===== src/rtl/exu_mdu.sv =====
// exu_mdu: iterative RV32M/RV64M multiply/divide unit with valid/ready and flush.
// Define MDU_FAST_MUL_EN for a single-cycle multiplier; divides stay iterative.
module exu_mdu #(
  parameter int XLEN = 32
) (
  input  logic            clk,
  input  logic            rst_n,
  input  logic            in_valid,
  output logic            in_ready,
  input  logic [2:0]      op,
  input  logic [XLEN-1:0] rs1_data,
  input  logic [XLEN-1:0] rs2_data,
  input  logic [4:0]      rd_addr,
  input  logic [XLEN-1:0] instr_tag,
  input  logic            flush,
  output logic            out_valid,
  input  logic            out_ready,
  output logic [XLEN-1:0] out_data,
  output logic [4:0]      out_rd_addr,
  output logic            out_rd_wr_en,
  output logic [XLEN-1:0] out_instr_tag,
  output logic            busy
);

  localparam int CW = $clog2(XLEN);
  localparam logic [XLEN-1:0] MIN = {1'b1, {(XLEN-1){1'b0}}};
  localparam logic [CW-1:0] LAST = CW'(XLEN - 1);

  typedef enum logic [1:0] {IDLE, CALC, DONE} state_t;

  state_t            state;
  logic [2:0]        op_q;
  logic [XLEN-1:0]   b_q;
  logic [2*XLEN-1:0] acc;
  logic              neg_q, neg_r;
  logic [CW-1:0]     cnt;

  logic              sa, sb, a_neg, b_neg;
  logic [XLEN-1:0]   a_mag, b_mag;
  logic              div0, ovf;
  logic [XLEN-1:0]   spec_res;

  always_comb begin
    sa = 1'b0;
    sb = 1'b0;
    unique case (1'b1)
      op == 3'd1, op == 3'd4, op == 3'd6: begin
        sa = 1'b1;
        sb = 1'b1;
      end
      op == 3'd2: sa = 1'b1;
      default: ;
    endcase
  end

  assign a_neg = sa & rs1_data[XLEN-1];
  assign b_neg = sb & rs2_data[XLEN-1];
  assign a_mag = a_neg ? -rs1_data : rs1_data;
  assign b_mag = b_neg ? -rs2_data : rs2_data;

  assign div0 = op[2] & (rs2_data == '0);
  assign ovf  = op[2] & ~op[0] & (rs1_data == MIN) & (&rs2_data);

  always_comb begin
    spec_res = '0;
    if (div0)
      spec_res = op[1] ? rs1_data : '1;
    else if (ovf)
      spec_res = op[1] ? '0 : MIN;
  end

`ifdef MDU_FAST_MUL_EN
  logic [2*XLEN-1:0] fa, fb, fp;
  logic [XLEN-1:0]   fast_res;
  assign fa = {{XLEN{a_neg}}, rs1_data};
  assign fb = {{XLEN{b_neg}}, rs2_data};
  assign fp = fa * fb;
  assign fast_res = (op == 3'd0) ? fp[XLEN-1:0] : fp[2*XLEN-1:XLEN];
`endif

  // One bit per cycle: acc = {high/remainder, low/quotient}
  logic [XLEN:0]     msum, dsh, ddiff;
  logic [2*XLEN-1:0] step, prod;
  logic [XLEN-1:0]   quo, rmd, fin;

  always_comb begin
    msum  = {1'b0, acc[2*XLEN-1:XLEN]} + (acc[0] ? {1'b0, b_q} : '0);
    dsh   = {acc[2*XLEN-1:XLEN], acc[XLEN-1]};
    ddiff = dsh - {1'b0, b_q};
    if (!op_q[2])
      step = {msum, acc[XLEN-1:1]};
    else if (ddiff[XLEN])
      step = {dsh[XLEN-1:0], acc[XLEN-2:0], 1'b0};
    else
      step = {ddiff[XLEN-1:0], acc[XLEN-2:0], 1'b1};
  end

  assign prod = neg_q ? -step : step;
  assign quo  = step[XLEN-1:0];
  assign rmd  = step[2*XLEN-1:XLEN];

  always_comb begin
    unique case (op_q)
      3'd0:    fin = prod[XLEN-1:0];
      3'd4:    fin = neg_q ? -quo : quo;
      3'd5:    fin = quo;
      3'd6:    fin = neg_r ? -rmd : rmd;
      3'd7:    fin = rmd;
      default: fin = prod[2*XLEN-1:XLEN];
    endcase
  end

  assign in_ready     = (state == IDLE) & ~flush;
  assign busy         = (state != IDLE);
  assign out_rd_wr_en = out_valid & (out_rd_addr != 5'd0);

  always_ff @(posedge clk or negedge rst_n) begin
    if (!rst_n) begin
      state         <= IDLE;
      op_q          <= '0;
      b_q           <= '0;
      acc           <= '0;
      neg_q         <= 1'b0;
      neg_r         <= 1'b0;
      cnt           <= '0;
      out_valid     <= 1'b0;
      out_data      <= '0;
      out_rd_addr   <= '0;
      out_instr_tag <= '0;
    end else if (flush) begin
      state     <= IDLE;
      out_valid <= 1'b0;
    end else begin
      unique case (state)
        IDLE: if (in_valid) begin
          op_q          <= op;
          b_q           <= b_mag;
          acc           <= {{XLEN{1'b0}}, a_mag};
          neg_q         <= a_neg ^ b_neg;
          neg_r         <= a_neg;
          cnt           <= '0;
          out_rd_addr   <= rd_addr;
          out_instr_tag <= instr_tag;
          if (div0 | ovf) begin
            out_data  <= spec_res;
            out_valid <= 1'b1;
            state     <= DONE;
`ifdef MDU_FAST_MUL_EN
          end else if (!op[2]) begin
            out_data  <= fast_res;
            out_valid <= 1'b1;
            state     <= DONE;
`endif
          end else begin
            state <= CALC;
          end
        end
        CALC: begin
          acc <= step;
          cnt <= cnt + 1'b1;
          if (cnt == LAST) begin
            out_data  <= fin;
            out_valid <= 1'b1;
            state     <= DONE;
          end
        end
        DONE: if (out_ready) begin
          out_valid <= 1'b0;
          state     <= IDLE;
        end
        default: state <= IDLE;
      endcase
    end
  end

endmodule


===== config.mk =====
export PLATFORM = sky130hd
export DESIGN_NAME = exu_mdu
export DESIGN_NICKNAME = d
export VERILOG_FILES = /design/src/rtl/exu_mdu.sv
export SDC_FILE = /design/constraint.sdc
export NUM_CORES = 1
export LEC_CHECK = 0
export BUFFER_PORTS_ARGS = -buffer_cell sky130_fd_sc_hd__buf_4
export CORE_ASPECT_RATIO = 0.9
export CORE_UTILIZATION = 35
export DETAILED_ROUTE_END_ITERATION = 10
export PLACE_DENSITY = 0.52
export SYNTH_ARGS = -nofsm -noshare
export SYNTH_HDL_FRONTEND = slang
export SYNTH_SLANG_ARGS = --single-unit

===== constraint.sdc =====
create_clock -name clk -period 15.8 [get_ports clk]
set_input_delay 1.58 -clock clk [delete_from_list [all_inputs] [get_ports clk]]
set_output_delay 1.58 -clock clk [all_outputs]
set_load 0.02 [all_outputs]

==> results.txt, run 1 <==
Dividing the detail-routed via count by the number of cells gives 6.00. The horizontal die dimension came out at 238 um. The net switching power is 2.92 mW. The depth of the worst register-to-register path came out at 22. The total overflow left after global routing is 0. The worst min-delay path class is reg -> reg. The maximum clock skew at final layout came out at 0.0325 ns. The number of antenna diodes is 0. At the end of the flow, the number of nets in the layout was 2553. The ratio of cells with drive above 1 in the final layout came out at 15.2%.

The violation count after the first detailed-routing iteration came out at 1775. After clock tree synthesis, the clock-pin slew on the worst setup and hold paths is 0.08 ns. Setup repair after global routing left no endpoint under its margin. The number of buffers inserted by hold repair at cts is 0. Of the synthesized area, sequential elements account for 25.3%.

The floorplan has 77 rows. The power per cell area is 254 nW/um^2. The post-CTS setup buffer count came out at 0. The area enclosed by the die boundary came out at 51200 um^2. The post-synth net total came out at 2463. The final cycle utilization of the critical path came out at 43.1%.

In this run, placement finished with an instance count of 3020. Entering global routing, the biggest net connects 83 pins. Dividing the detail-routed wire length by the instance count gives 24.2 um. The internal reg-to-reg setup slack came out at 8.98 ns.

The worst setup path is captured at a register. The largest voltage drop on the vdd net came out at 113 uV. For this configuration, the core starts out at a cell density of 35.6%. The worst slew margin relative to its limit came out at 16.8%. Internal power comes to 2.18 mW. The number of top-level design ports is 182. The worst register-to-register path begins at acc[31]. The level count of the clock H-tree is 4. The area added between synthesis and finish came out at 14.0%. The proportion of synthesized flip-flops having asynchronous set or reset came out at 100%. The maximum fanout along the worst path came out at 12. The most used flip-flop cell after synthesis is dfrtp_1. The cell sitting at the root of the clock tree is a clkbuf_16. The remaining antenna violation count came out at 0. The routability congestion estimate from global placement is 0.987. The total placed instance area is 19500 um^2.

The worst path needs 6.82 ns of the cycle, external delays included. The net switching fraction of the power came out at 57.2%. Summing all non-filler instances in the final layout gives an area of 20100 um^2. The via count of the first global-routing pass was 17797. The number of maximum-capacitance violations is 0. The worst endpoint data arrival time is 7.21 ns.

The worst register-to-register path ends at out_data[26]. The area taken by multi-input logic gates came out at 12300 um^2. At the worst endpoint, the required time is 16.19 ns. The flow ran to the end, and the final reports show no timing, DRC or antenna violations. The clock buffer count from CTS came out at 17. The first-pass GRT wire length is 113000 um. The total wire length came out at 73900 um. The clock tree from TritonCTS is done.

The number of remaining DRC errors is 0. The initial antenna violation count is 1. The final total power came out at 5.10 mW. The utilization after layout came out at 40.6%. The total number of yosys warnings is 0.

The number of instances in the synthesized netlist came out at 2278. The cell area that synthesis handed to floorplanning was 17600 um^2. The HPWL reported at the end of detailed placement came out at 56000 um. The relative contribution of sequential cells to total power came out at 18.6%.

The y dimension of the die is 215 um. The number of distinct standard cells referenced by the synthesized netlist came out at 106. The leakage power of the design is 8.15 nW.

Combinational logic burns 72.5% of the power. Counting flops and latches in the post-synthesis netlist gives 178. The worst-margin pin slew is 1.25 ns. The maximum clock path buffer count is 2. The count of flip-flops with a built-in enable after synthesis came out at 0. The clock latency of the later-clocked register in the worst-skew pair is 0.51 ns. The number of port buffers came out at 181. The proportion of power drawn by the clock network came out at 8.9%.

The placeable core region is 49400 um^2. The number of stages on the worst hold path is 2. Excluding fillers, the count of instances in the completed layout stands at 3052. Setup slack closes at 8.98 ns. STA classifies the critical path startpoint as a register. The accumulated negative setup slack came out at 0 ns. Prior to clock tree synthesis, the placed netlist has a worst setup slack of 9.00 ns.

The count of final hold-check violations is 0. The number of sinks driven by the clock tree is 178. The hold slack came out at 0.484 ns.

The sequential cells in the finished layout cover a total of 4460 um^2. The mean instance size in the synthesized netlist came out at 7.73 um^2. The number of detailed-routing iterations run before antenna repair came out at 5. The vias after detailed routing came out at 18327. The setup-violating endpoint count in the final report came out at 0. Based on the critical path, the design can be clocked at up to 147 MHz. Counting the fill cells in the layout gives 5133. In the global route stage, overall resource usage came out at 29.0%.

Once the clock tree was built, the resizer swapped 0 gates to a different size. The number of pins with negative max-slew slack in the final report was 0. The worst hold path terminates at cnt[4]. The critical path is of the reg -> reg type.

The launch point of the worst hold path is cnt[4].
-- cells by family after synthesis --
family / count (synthesis) / synth area share, %
AND/OR/NAND/NOR: 729 / 20.2
AO/OA/AOI/OAI: 802 / 29.5
multiplexers: 82 / 5.04
buffers and inverters: 219 / 5.02
XOR/XNOR: 192 / 9.55
flip-flops: 178 / 25.3
adder cells (fa/ha/maj): 76 / 5.48
-- per-layer routing --
layer / share of wire [%] / vias to the layer above / GRT usage, %
met5: 0.018 / - / 0
met4: 2.7 / 2 / 10.2
met2: 44 / 756 / 43.7
li1: - / 8526 / -
met1: 46 / 8940 / 41.2
met3: 7.3 / 103 / 5.51
-- Yosys cell counts (10+ instances only) --
master      n  share of area [%]
buf_2      20               0.57
a211oi_1   16               0.68
nor3_1     63                1.8
nand4_1    33                1.2
o21a_1     17               0.72
a22oi_1    12               0.51
and2_1     41                1.5
clkbuf_1  106                2.3
and3_1     12               0.43
nand3_1    34               0.97
dfrtp_1   178                 25
a21o_1     20               0.85
nor4_1     19               0.67
o221ai_1   16               0.80
xnor2_1   116                5.8
o22ai_1    17               0.60
nand2_1   242                5.2
mux2i_1    29                1.6
nand2b_1   16               0.57
o21ai_0   281                8.0
xor2_1     76                3.8
o211ai_1   43                1.8
or2_2      16               0.57
inv_1      73                1.6
mux2_2     53                3.4
nor2_1    169                3.6
a32oi_1    12               0.60
a21oi_1   176                5.0
o31ai_1    36                1.5
a22o_1     14               0.70
ha_1       74                5.3
buf_1      10               0.21
a31oi_1    37                1.3
or3_1      33                1.2
-- critical path, stage by stage, from the launching register on --
cell	delay [ns]
dfrtp_1	0.47
inv_1	0.11
ha_1	0.18
inv_1	0.06
fa_1	0.41
a211oi_1	0.36
o211ai_1	0.24
and2_2	0.27
o21ai_4	0.27
nand3_1	0.53
nand2_2	0.25
nor2_1	0.10
a21oi_1	0.20
ha_1	0.25
nand3b_1	0.21
nor4_1	0.81
nand2_1	0.22
or3_1	0.60
nor4_1	0.44
a31oi_1	0.18
xnor2_1	0.17
a21oi_1	0.08
a221o_1	0.31
-- power by group through the flow --
stage	registers (mW)	clock network [mW]	logic [mW]
detailed placement	0.951	0	3.63
global placement	0.943	0	3.63
CTS	0.944	0.465	3.64
finish	0.950	0.453	3.70
global route	0.982	0.480	3.98
floorplan	0.906	0	2.46
-- flip-flops by register name, indices dropped and copies added, names as in the netlist --
signal / cells
out_data: 32
state: 2
acc: 64
out_instr_tag: 32
cnt: 5
out_valid: 1
out_rd_addr: 5
b_q: 32
neg_q: 1
neg_r: 1
op_q: 3
-- placed cells by master (no fill, tap or decap), drive strengths merged, types with 6 or more instances in the layout --
master    n
and3     12
o21bai    9
o22ai    17
ha       74
nor2b     7
or3      33
clkbuf   22
a21oi   181
a22o     14
a311oi    7
and2     43
o41ai    13
o221ai   16
clkinv    7
a211o     6
o31ai    38
nand3    36
xnor2   116
o21a     17
nand2b   16
nand4    33
a31oi    38
a211oi   19
nor4     22
o21ai   292
dfrtp   178
nor3     64
a32oi    12
xor2     76
a21o     20
mux2i    29
nor2    170
o211ai   43
a22oi    12
o311ai    6
inv      78
nand2   244
or2      18
buf     212
mux2     53
-- final cells by class --
cell class / instances / share of cell area, %
Clock buffer: 21 / 2.34
Clock inverter: 11 / 0.580
Inverter: 77 / 1.44
Multi-Input combinational cell: 1881 / 61.2
Sequential cell: 178 / 22.2
Tap cell: 671 / 4.18
Timing Repair Buffer: 213 / 8.00
-- how the worst max path moves through the flow --
stage	startpoint	to	slack, ns	cells after the start
4_1_cts	acc[31]	out_data[26]	9.05	22
3_5_place_dp	rs2_data[0]	out_data[31]	9.00	17
3_3_place_gp	rs2_data[0]	out_data[31]	9.01	17
6_report	acc[31]	out_data[26]	8.98	22
5_1_grt	acc[31]	out_data[26]	8.41	22
2_1_floorplan	acc[31]	out_data[26]	10.70	23
Power figures use the tool's default switching activity.
==> run 2: changes to the inputs <==
- ABC_AREA: not set -> 1
- PLACE_DENSITY: 0.52 -> 0.54
- clock period: 15.8 -> 5.8 ns (I/O delays scaled with it)
==> run 2 against run 1 <==
  * Area after synthesis is 9.5% higher
  * Clock skew fell by 0.012 ns
  * Via count rose by 21%
  * Flip-flop and latch count unchanged
  * Setup slack lost 8.5 ns
==> results.txt, run 2 <==
The mapped cell area came to 19300 um^2 (was 17600 um^2). The number of top-level design ports is 182 (unchanged). The maximum clock path buffer count came out at 2 (unchanged).

The internal reg-to-reg setup slack came out at 0.50 ns (was 8.98 ns). The footprint of the flip-flops and latches was 4460 um^2 (about the same). The area taken by multi-input logic gates came out at 12700 um^2 (was 12300 um^2). The post-CTS setup buffer count is 0 (unchanged). The adder and majority cell fraction of the synthesized area is 5.01% (was 5.48%). The capture instance of the worst register-to-register path was out_data[26] (unchanged). The number of antenna diodes came out at 0 (unchanged). The type of the worst setup path is reg -> reg (unchanged). The global routing usage summed across all routing layers came out at 29.9% (was 29.0%).

The ratio of cells with drive above 1 in the final layout is 10.2% (was 15.2%). The level count of the clock H-tree is 4 (unchanged). The area added between synthesis and finish is 13.8% (was 14.0%). The post-layout instance area came out at 22000 um^2 (was 20100 um^2).

Setup repair after global routing missed its margin: no (unchanged). The final layout net count came out at 3588 (was 2553). The wire length per cell is 20.4 um (was 24.2 um).

The final cycle utilization of the critical path came out at 91.4% (was 43.1%). The prevailing post-synth register cell is dfrtp_1 (unchanged). The required time of the critical path is 6.23 ns (was 16.19 ns). The overall overflow remaining after global route came out at 0 (unchanged). The mean instance size in the synthesized netlist came out at 5.87 um^2 (was 7.73 um^2). The post-CTS resize count is 0 (unchanged).

The count of final hold-check violations came out at 0 (unchanged). The routability congestion estimate from global placement came to 1.01 (was 0.987). The register containing the most flip-flops in the final layout is acc (unchanged). The cell that appears most often on the critical path is nand2_1.

The area share of xor/xnor cells in the synthesized design is 3.63% (was 9.55%). The first-pass GRT wire length came out at 127000 um (was 113000 um). The fraction of synthesized cell area taken by the top area cell type is 23.1% (was 25.3%).

The proportion of synthesized flip-flops having asynchronous set or reset came out at 100% (unchanged). The total number of yosys warnings is 0 (unchanged). The cell type of the slowest stage on the worst timing path is nor4_1 (unchanged). The number of vias per cell after detailed routing is 5.36 (was 6.00). The via count of the first global-routing pass is 20417 (was 17797). The simple-gate portion of the synthesized area came out at 42.7% (was 20.2%). The HPWL reported at the end of detailed placement came out at 66400 um (was 56000 um). Top library cells by usage in the layout, fill and taps aside: nand2_1 (1020), inv_1 (429), nor2_1 (395) (was o21ai_0 (281), nand2_1 (241), buf_4 (212)).

The maximum clock skew at final layout came to 0.0207 ns (was 0.0325 ns). The accumulated negative setup slack came to 0 ns (unchanged). The total placed instance area is 21300 um^2 (was 19500 um^2).

The clock tree from TritonCTS is done (unchanged). The flip-flop count of the largest register, all copies and words added is 64 (unchanged). List of most frequent post-synthesis cells: nand2_1 (1022), inv_1 (431), nor2_1 (397) (was o21ai_0 (281), nand2_1 (242), dfrtp_1 (178)). The leading area contributor after synthesis was dfrtp_1 (unchanged). The worst endpoint data arrival time is 5.73 ns (was 7.21 ns). The post-synth net total is 3468 (was 2463). The number of sinks driven by the clock tree came out at 178 (unchanged). The count of flip-flops with a built-in enable after synthesis came out at 0 (unchanged). The largest stage delay on the critical path is 0.46 ns (was 0.81 ns). The reg-to-reg startpoint is acc[31] (unchanged). The total wire length was 84000 um (was 73900 um).

The most common cell after layout, fill and taps aside is nand2_1 (was o21ai_0). The clock buffer count from CTS is 17 (unchanged). The mux contribution to synthesized area is 0% (was 5.04%). The maximum achievable frequency came out at 189 MHz (was 147 MHz). The worst min-delay path class is in -> async (was reg -> reg). The initial antenna violation count is 1 (unchanged). The number of fillers in the final layout is 6052 (was 5133). Result of the run: complete, no violations (unchanged). The starting density of the core is 35.4% (was 35.6%).

The number of distinct standard cells referenced by the synthesized netlist is 57 (was 106). The number of port buffers is 181 (unchanged). The number of maximum-capacitance violations is 0 (unchanged). The remaining antenna violation count is 0 (unchanged).

The vias after detailed routing came out at 22098 (was 18327). The synthesized-area fraction occupied by ao, oa, aoi and oai cells was 14.3% (was 29.5%). The number of storage elements in the synthesis netlist came to 178 (unchanged).

The maximum fanout along the worst path came out at 17 (was 12). The cell with the most instances after synthesis is nand2_1 (was o21ai_0). The number of instances in the synthesized netlist was 3283 (was 2278). The depth of the worst register-to-register path is 30 (was 22). The number of detailed-routing iterations run before antenna repair came to 6 (was 5). The area enclosed by the die boundary came to 56100 um^2 (was 51200 um^2). The worst-margin pin slew is 1.12 ns (was 1.25 ns). The largest family of logic cells by synthesized area is simple AND/OR/NAND/NOR gates (was compound AO/OA/AOI/OAI gates). The number of remaining DRC errors is 0 (unchanged). The worst slew margin relative to its limit is 24.4% (was 16.8%). The largest net degree at the start of global routing came to 107 (was 83). The setup-violating endpoint count in the final report is 0 (unchanged). The floorplan row count is 81 (was 77).

The share of synthesized area occupied by flip-flops and latches is 23.1% (was 25.3%). The time the final worst path needs with I/O delays and setup is 5.30 ns (was 6.82 ns). The clock latency of the later-clocked register in the worst-skew pair came out at 0.51 ns (about the same).

The y dimension of the die is 225 um (was 215 um). The placeable core region was 54400 um^2 (was 49400 um^2). The clock tree root buffer cell is clkbuf_16 (unchanged). The number of buffers inserted by hold repair at cts is 0 (unchanged). Top post-synthesis cells by area: dfrtp_1 (23%), nand2_1 (20%), inv_1 (8.4%), nand3_1 (7.8%), nor2_1 (7.7%) (was dfrtp_1 (25%), o21ai_0 (8.0%), xnor2_1 (5.8%), ha_1 (5.3%), nand2_1 (5.2%)).

The violation count after the first detailed-routing iteration is 2516 (was 1775). The sort of element at the start of the critical path is a register (unchanged). The number of pins with negative max-slew slack in the final report came out at 0 (unchanged). The clock-pin slew reported for the worst setup and hold paths after clock tree synthesis is 0.08 ns (about the same). The element type at the critical path end was a register (unchanged). The horizontal die dimension came out at 249 um (was 238 um).
==> run 2: final cells by class <==
cell class / instances / area share, %
Clock inverter: 15 / 0.986
Tap cell: 705 / 4.02
Inverter: 442 / 7.56
Clock buffer: 17 / 1.94
Timing Repair Buffer: 210 / 7.27
Multi-Input combinational cell: 2554 / 57.9
Sequential cell: 178 / 20.3
==> run 2: worst max-delay path by stage <==
stage | slack, ns | startpoint | cells after the start | to
floorplan | 1.97 | acc[31] | 35 | out_data[30]
global placement | 0.81 | acc[31] | 30 | out_data[26]
detailed placement | 0.62 | acc[31] | 30 | out_data[26]
CTS | 0.58 | acc[31] | 30 | out_data[26]
global route | 0.07 | acc[31] | 34 | out_data[30]
finish | 0.50 | acc[31] | 30 | out_data[26]
==> run 2: kinds of logic (layout without fill, tap and decap cells) <==
family / after synthesis / after routing
flip-flops: 178 / 178
adder cells (fa/ha/maj): 76 / 76
AND/OR/NAND/NOR: 1919 / 1919
XOR/XNOR: 80 / 80
AO/OA/AOI/OAI: 479 / 479
buffers and inverters: 551 / 684
==> run 2: through the flow <==
step | worst slack (ns) | util (%) | instances | hold WS [ns]
final | 0.501 | 40.3 | 4121 | 0.0847
after global routing | 0.0716 | 40.3 | 4121 | 0.122
after CTS | 0.581 | 40.3 | 4121 | 0.113
after detailed placement | 0.615 | 39.2 | 4089 | 0.469
after global placement | 0.814 | 39.2 | 4089 | 0.466
after floorplan | 1.97 | - | 3283 | 0.284
==> run 2: layer usage <==
metal,vias to the layer above,wire length [um],track usage (%)
li1,10847,-,-
met1,10159,38800,42.9
met2,994,35700,45.0
met3,98,7810,6.23
met4,0,1700,7.85
met5,-,0,0
==> run 2: critical path: cells and delay by family (launching register included) <==
| family | cells | cell delay (ns) |
|---|---|---|
| buffers and inverters | 3 | 0.31 |
| and+or+nand+nor | 23 | 3.60 |
| AOI/OAI and AO/OA | 1 | 0.13 |
| DFF | 1 | 0.36 |
| adders and majority gates | 3 | 0.80 |
Power of run 2 is left out: the tool's default activity adds up to more than one toggle a clock period on the data nets, which glitch-free logic cannot reach.
